[src/rtl/eth_payload_rx.sv]
// RMII frame receiver. It hunts for preamble and SFD, filters on the
// destination address (station MAC or broadcast), skips the rest of the
// header, and re-emits the payload one dibit per cycle, MSB dibit first.
module eth_payload_rx #(
  parameter logic [47:0] MAC_ADDR        = 48'h69_69_5A_06_54_91,
  parameter bit          ALLOW_BROADCAST = 1'b1
) (
  input  logic        eth_refclk,
  input  logic        rst,
  input  logic        crsdv,
  input  logic [1:0]  rxd,
  output logic        axiov,
  output logic [1:0]  axiod,
  output logic        frame_done,
  output logic        frame_drop,
  output logic [10:0] byte_count
);

  typedef enum logic [2:0] {
    IDLE, PREAMBLE, HEADER, PAYLOAD, DRAIN, DROP
  } state_t;

  localparam logic [4:0] PRE_MIN   = 5'd28;
  localparam logic [4:0] PRE_SAT   = 5'd31;
  localparam logic [5:0] DEST_LAST = 6'd23;
  localparam logic [5:0] HDR_LAST  = 6'd55;

  // The destination arrives byte by byte, each byte LSB dibit first. This lays
  // out MAC_ADDR in that arrival order so dibit k sits at bits [2k+1:2k].
  function automatic logic [63:0] dest_dibits(input logic [47:0] mac);
    logic [63:0] r;
    r = '0;
    for (int k = 0; k < 24; k++) begin
      r[2*k +: 2] = mac[40 - 8*(k/4) + 2*(k%4) +: 2];
    end
    return r;
  endfunction

  localparam logic [63:0] DEST_DIBITS = dest_dibits(MAC_ADDR);

  state_t      state, state_d;
  logic [4:0]  run_cnt;    // consecutive 01 dibits seen in the preamble
  logic [5:0]  hdr_cnt;    // header dibit index, 0..55
  logic        mac_ok;     // every destination dibit so far matched MAC_ADDR
  logic        bc_ok;      // every destination dibit so far was 11
  logic        armed;      // a crsdv low has been seen since reset
  logic [5:0]  in_buf;     // up to three earlier dibits of the byte being collected
  logic [1:0]  in_cnt;
  logic [7:0]  out_sr;     // byte being emitted, next dibit in [7:6]
  logic [2:0]  out_cnt;    // dibits still to emit from out_sr
  logic        mac_hit, bc_hit, dest_ok;
  logic        drop_d, done_d;
  logic        byte_load;

  assign byte_load = (state == PAYLOAD) && crsdv && (in_cnt == 2'd3);

  // Next-state decode plus the frame_done / frame_drop strobes.
  always_comb begin
    // NOTE: every always_comb output gets a default first so no path can infer a latch.
    state_d = state;
    drop_d  = 1'b0;
    done_d  = 1'b0;
    mac_hit = (rxd == DEST_DIBITS[{hdr_cnt[4:0], 1'b0} +: 2]);
    bc_hit  = (rxd == 2'b11);
    dest_ok = (mac_ok && mac_hit) || (ALLOW_BROADCAST && bc_ok && bc_hit);
    case (state)
      IDLE: begin
        if (armed && crsdv && rxd == 2'b01) state_d = PREAMBLE;
      end
      PREAMBLE: begin
        if (!crsdv) begin
          state_d = IDLE;
        end else if (rxd == 2'b01) begin
          state_d = PREAMBLE;
        end else if (rxd == 2'b11 && run_cnt >= PRE_MIN) begin
          state_d = HEADER;
        end else begin
          state_d = DROP;
          drop_d  = 1'b1;
        end
      end
      HEADER: begin
        if (!crsdv) begin
          state_d = IDLE;
          drop_d  = 1'b1;
        end else if (hdr_cnt == DEST_LAST && !dest_ok) begin
          state_d = DROP;
          drop_d  = 1'b1;
        end else if (hdr_cnt == HDR_LAST) begin
          state_d = PAYLOAD;
        end
      end
      PAYLOAD: begin
        if (!crsdv) state_d = DRAIN;
      end
      DRAIN: begin
        if (out_cnt == 3'd0) begin
          state_d = IDLE;
          done_d  = 1'b1;
        end
      end
      DROP: begin
        if (!crsdv) state_d = IDLE;
      end
      default: state_d = IDLE;
    endcase
  end

  // State register.
  always_ff @(posedge eth_refclk) begin
    // NOTE: sequential state uses non-blocking assignments so every register samples pre-edge values.
    if (rst) state <= IDLE;
    else     state <= state_d;
  end

  // Counters, byte assembly, output shifter and registered outputs.
  always_ff @(posedge eth_refclk) begin
    if (rst) begin
      run_cnt    <= '0;
      hdr_cnt    <= '0;
      mac_ok     <= 1'b0;
      bc_ok      <= 1'b0;
      armed      <= 1'b0;
      in_buf     <= '0;
      in_cnt     <= '0;
      out_sr     <= '0;
      out_cnt    <= '0;
      axiov      <= 1'b0;
      axiod      <= 2'b00;
      frame_done <= 1'b0;
      frame_drop <= 1'b0;
      byte_count <= '0;
    end else begin
      frame_drop <= drop_d;
      frame_done <= done_d;

      // A frame already in flight when reset released must not be picked up.
      if (!crsdv) armed <= 1'b1;

      case (state)
        IDLE: run_cnt <= 5'd1;
        PREAMBLE: begin
          if (rxd == 2'b01 && run_cnt != PRE_SAT) run_cnt <= run_cnt + 5'd1;
          hdr_cnt <= '0;
          mac_ok  <= 1'b1;
          bc_ok   <= 1'b1;
        end
        HEADER: begin
          hdr_cnt <= hdr_cnt + 6'd1;
          mac_ok  <= mac_ok & mac_hit;
          bc_ok   <= bc_ok & bc_hit;
        end
        default: ;
      endcase

      // Collect dibits; anything short of a whole byte is thrown away on exit.
      if (state == PAYLOAD && crsdv) begin
        in_buf <= {rxd, in_buf[5:2]};
        in_cnt <= in_cnt + 2'd1;
      end else begin
        in_buf <= '0;
        in_cnt <= '0;
      end

      // Emit the current byte while the next one is being collected.
      if (out_cnt != 3'd0) begin
        axiov <= 1'b1;
        axiod <= out_sr[7:6];
      end else begin
        axiov <= 1'b0;
        axiod <= 2'b00;
      end

      if (byte_load) begin
        out_sr  <= {rxd, in_buf};
        out_cnt <= 3'd4;
      end else if (out_cnt != 3'd0) begin
        out_sr  <= {out_sr[5:0], 2'b00};
        out_cnt <= out_cnt - 3'd1;
      end

      if (state == HEADER && state_d == PAYLOAD) begin
        byte_count <= '0;
      end else if (out_cnt == 3'd4 && byte_count != 11'h7FF) begin
        byte_count <= byte_count + 11'd1;
      end
    end
  end

endmodule

[config.mk]
export PLATFORM = sky130hd
export DESIGN_NAME = eth_payload_rx
export DESIGN_NICKNAME = d
export VERILOG_FILES = /design/src/rtl/eth_payload_rx.sv
export SDC_FILE = /design/constraint.sdc
export NUM_CORES = 1
export LEC_CHECK = 0
export ABC_AREA = 0
export BUFFER_PORTS_ARGS = -buffer_cell sky130_fd_sc_hd__buf_2
export CORE_MARGIN = 2
export CORE_UTILIZATION = 38
export CTS_CLUSTER_DIAMETER = 200
export DETAILED_ROUTE_END_ITERATION = 8
export GPL_ROUTABILITY_DRIVEN = 0
export HOLD_SLACK_MARGIN = 0.08
export PLACE_DENSITY = 0.6
export SLEW_MARGIN = 10
export SYNTH_ARGS = -nofsm -noshare
export SYNTH_HDL_FRONTEND = slang
export SYNTH_SLANG_ARGS = --single-unit
[constraint.sdc]
create_clock -name eth_refclk -period 3.2 [get_ports eth_refclk]
set_clock_uncertainty 0.1 [all_clocks]
set_input_delay 0.96 -clock eth_refclk [delete_from_list [all_inputs] [get_ports eth_refclk]]
set_output_delay 0.96 -clock eth_refclk [all_outputs]
set_load 0.02 [all_outputs]
# Word level (Yosys, flattened, before mapping)
# Index checks and enable logic that the tools add are counted.
word_totals:
  reg_bits: 52
  in_bits: 5
  output_inout_bits: 16
classes:
  n_addsub: 5
  n_lt_le_gt_ge: 1
  eq_ne: 16
  n_shift: 1
  muxes: 28
  n_bitwise: 5
  reduce_logical: 25
ops:
  columns: ["cell", "n"]
  rows:
  - ["variable part select 64 x 7 -> 2 bit, first input constant", 1]
  - ["2-to-1 mux 3 bit", 12]
  - ["case mux 3 bit (6 select lines)", 1]
  - ["2-to-1 mux 8 bit", 2]
  - ["case mux 6 bit (2 select lines)", 1]
  - ["adder 11 x 1 -> 11 bit, second input constant", 1]
  - ["logical AND 1 bit", 11]
  - ["!= test 11 bit, second input constant", 1]
  - ["case mux 5 bit (2 select lines)", 1]
  - ["OR reduction 2 bit", 5]
  - ["== test 3 x 2 -> 1 bit, second input constant", 3]
  - ["== test 3 bit, second input constant", 3]
  - ["2-to-1 mux 1 bit", 7]
  - ["adder 6 x 1 -> 6 bit, second input constant", 1]
  - ["== test 6 x 5 -> 1 bit, second input constant", 1]
  - ["== test 6 bit, second input constant", 1]
  - ["zero test 3 bit", 2]
  - ["case mux 1 bit (2 select lines)", 3]
  - ["nonzero test 2 bit", 3]
  - ["adder 5 x 1 -> 5 bit, second input constant", 1]
  - [">= comparator 5 bit, second input constant", 1]
  - ["2-to-1 mux 5 bit", 1]
  - ["!= test 5 bit, second input constant", 1]
  - ["== test 2 bit, second input constant", 2]
  - ["12 further kinds", 15]

# Longest topological paths before layout
logic_depth:
  word_depth: 12
  ltp_mapped: 9

# Worst setup path before layout
# Ideal clock, no wire load.
synth_path:
  path_kind: "register -> register"
  from: "register hdr_cnt[1]"
  to: "register state[1]"
  t_arrival_ns: 2.101
  required_time_ns: 2.983
  setup_slack_ns: 0.883
  stages_incl_launch_ff: 9
  path_buffers: 0
  period_less_slack_ns: 2.317
  path_cell_list: "dfxtp_1 > inv_1 > ha_1 > mux2_2 > a32oi_1 > xor2_1 > and4b_1 > a2111o_1 > a22o_1"
synth_via:
  elab_chain_cells: 9
  elab_cells_between_ends: 12
  cone_classes: "eq/ne (3); shift (1); mux (4); reduce/logical (4)"
synth_lines:
  columns: ["item", "line_no", "source"]
  rows:
  - ["from (decl)", "43", "logic [5:0] hdr_cnt;"]
  - ["from (signal assigned)", "149", "hdr_cnt <= hdr_cnt + 6'd1;"]
  - ["variable part select 64 x 7 -> 2 bit", "63", "mac_hit = (rxd == DEST_DIBITS[{hdr_cnt[4:0], 1'b0} +: 2]);"]
  - ["== test 2 bit", "63", null]
  - ["logical AND 1 bit", "65", "dest_ok = (mac_ok && mac_hit) || (ALLOW_BROADCAST && bc_ok && bc_hit);"]
  - ["logical OR 1 bit", "65", null]
  - ["zero test 1 bit", "86", "end else if (hdr_cnt == DEST_LAST && !dest_ok) begin"]
  - ["logical AND 1 bit", "86", null]
  - ["2-to-1 mux 3 bit (*)", "86", null]
  - ["2-to-1 mux 3 bit (*)", "83", "if (!crsdv) begin"]
  - ["case mux 3 bit (6 select lines) (*)", "66", "case (state)"]
  - ["to (signal assigned)", "113", "else state <= state_d;"]
  - ["to (decl)", "41", "state_t state, state_d;"]
# Mark *: on every way between the ends. The rest lies on a longest branch, timed or not.
# A chain may end at the register's enable or synchronous reset.

# Worst setup path after layout
# Same ends and word-level chain as after synthesis.

==> run metrics <==
status=finished, final reports clean; Die Wd=83.8 um; Final Hold Viols=0; Warnings, synthesis=0; commonest non-fill, non-tap cell in the layout=dfxtp_1; post-synthesis sequential area ratio=43.0%; die footprint=7030 um^2; CTS buffer count=5; largest net degree at the start of global routing=19; GRT Residual Overflow=0; cells resized by post-CTS repair=0; CP top delay family=compound AO/OA/AOI/OAI gates; most frequent cells in the layout=dfxtp_1, nor2_1, buf_2; root buf cell=clkbuf_8; Critical Path Fanout Max=6; syn_nets=294; total negative setup slack=0 ns; DP Wirelength=3210 um; Die Span Y=83.8 um; clk_lat worst skew=0.31 ns; clk buf depth=2; NumNets Final=312; cell taking the most area after synthesis=dfxtp_1; number of global-route vias before repair=1759; DR pass1 iterations=4; critical path's largest stage delay=0.46 ns; fin. max-slew vios=0; crit path max-delay cell type=dfxtp_1; fin crit period=2.50 ns; Sink Count=52; final wirelength=4550 um; Netlist Area Pre-Place=2420 um^2; hold crit path type=reg -> reg; Final Util=42.9%; DP Cell Count=364; cell count after synthesis=276; Tot GR Track Use=14.2%; maxcap violations=0; Setup WS post-layout=0.700 ns; fin crit share=78.1%; P&R area growth vs syn=10.7%; leakage power=1.09 nW; WP data required=3.30 ns; slew margin rel.=56.1%; post-route insts no fill=372; library cells used by synthesis=42; Synth area leaders=dfxtp_1, ha_1, nor2_1; I/O Pins=21; routed via count=1943; # DRC=0; number of setup violations in the final report=0; initial antenna violation count=0; DRT antenna net count=0; # port buffers=20; H-tree levels=2; via-per-instance ratio=5.22; Levels on crit path=8; FILL cells=642; routed wire length per instance=12.2 um; WP buf/inv=1; #FFs+latches synth=52; initial DRC count=78; worst-margin pin slew=0.654 ns; Starting Density=38.8%; Clk pin slew, worst setup/hold paths=0.10 ns; Reg2Reg Depth=8; setup bufs post-CTS=0; RSZ-0062 raised after global routing=no; PwrDens=494 nW/um^2; Synth top area share=43.0%; Setup crit end kind=register; CTS tree=done; cell-by-cell trace of the critical path=inv_1 -> ha_1 -> mux2_2 -> a32oi_1 -> xor2_1 -> and4b_1 -> a2111o_1 -> a22o_1; Peak VDD IR=0.000491 V; first-pass GRT wire length=8190 um; core area=6240 um^2; Max Freq=400 MHz; cts hold-fix bufs=0; syn_area_per_cell=8.77 um^2; Setup CP Type=reg -> reg; diode count=0; crit path launch type=register; pre-CTS setup slack=0.719 ns; Worst Path Arrival=2.60 ns; hold path depth=2; site row count=29; fraction of layout cells with a size suffix above 1=13.2%
routing by layer:
layer	wire (um)	track usage, %
met1	2290	19.7
met2	1990	21.1
met3	179	3.07
met4	85	6.16
met5	0	0
state kept, by name (all words and copies together) (netlist names), 3 cells and up:
signal / count
in_buf: 6
out_sr: 8
run_cnt: 5
byte_count: 11
out_cnt: 3
state: 3
hdr_cnt: 6
where the power goes:
group,switching (mW),internal [mW]
registers,0.0178,0.677
clock network,0.222,0.156
logic,0.146,0.105
layout make-up:
class,instances,area (um^2),share of cell area [%]
Inverter,11,41.3,1.54
Multi-Input combinational cell,201,1290,48.1
Sequential cell,52,1040,38.8
Tap cell,77,96.3,3.59
Clock buffer,5,68.8,2.57
Clock inverter,3,21.3,0.794
Timing Repair Buffer,23,123,4.58
final timing paths:
kind,startpoint,endpoint,slack (ns)
max,hdr_cnt[1],state[1],0.70
min,in_buf[1],out_sr[1],0.32
max reg2reg,hdr_cnt[1],state[1],0.70
min reg2reg,in_buf[1],out_sr[1],0.32
cells in the mapped netlist:
master and count:
a2111o_1 1, a211o_1 1, a211oi_1 8, a21bo_2 1, a21o_1 1, a21oi_1 17
a22o_1 1, a22oi_1 2, a31oi_1 4, a32oi_1 1, a41oi_1 1, and2_1 12
and3_1 4, and4_1 3, and4b_1 1, buf_2 4, clkbuf_1 8, dfxtp_1 52
ha_1 13, inv_1 10, inv_2 1, mux2_2 2, mux2i_1 8, nand2_1 17
nand2b_1 2, nand2b_2 1, nand2b_4 1, nand3_1 12, nand4_1 10, nor2_1 38
nor2b_1 3, nor3_1 11, nor3_2 2, nor4_1 1, o2111ai_1 1, o211ai_1 1
o21a_1 1, o21ai_0 3, o31a_1 1, or3_1 2, xnor2_1 5, xor2_1 8
logic make-up (layout without fill, tap and decap cells):
family                     after synthesis  in the layout  share of synthesized area [%]
xor gates and xnor gates                13             13                           4.70
AOI/OAI and AO/OA                       45             45                           12.2
buffers and inverters                   23             42                           3.77
adders and majority gates               13             13                           6.72
DFF                                     52             52                           43.0
muxes                                   10             10                           4.24
and+or+nand+nor                        120            120                           25.3
tightest hold or removal path: cells and delay by family, from the launching register on:
family	cells	cell delay (ns)
AO/OA/AOI/OAI	1	0.05
flip-flops	1	0.31
AND/OR/NAND/NOR	1	0.05
metrics by stage:
step,instance area [um^2],hold WS [ns],power [mW]
4_1_cts,2680,0.327,1.35
3_3_place_gp,2590,0.322,0.958
2_1_floorplan,2420,0.305,0.905
3_5_place_dp,2590,0.321,0.964
6_report,2680,0.322,1.32
5_1_grt,2680,0.334,1.40
No activity file was read; power rests on OpenSTA's default activity.
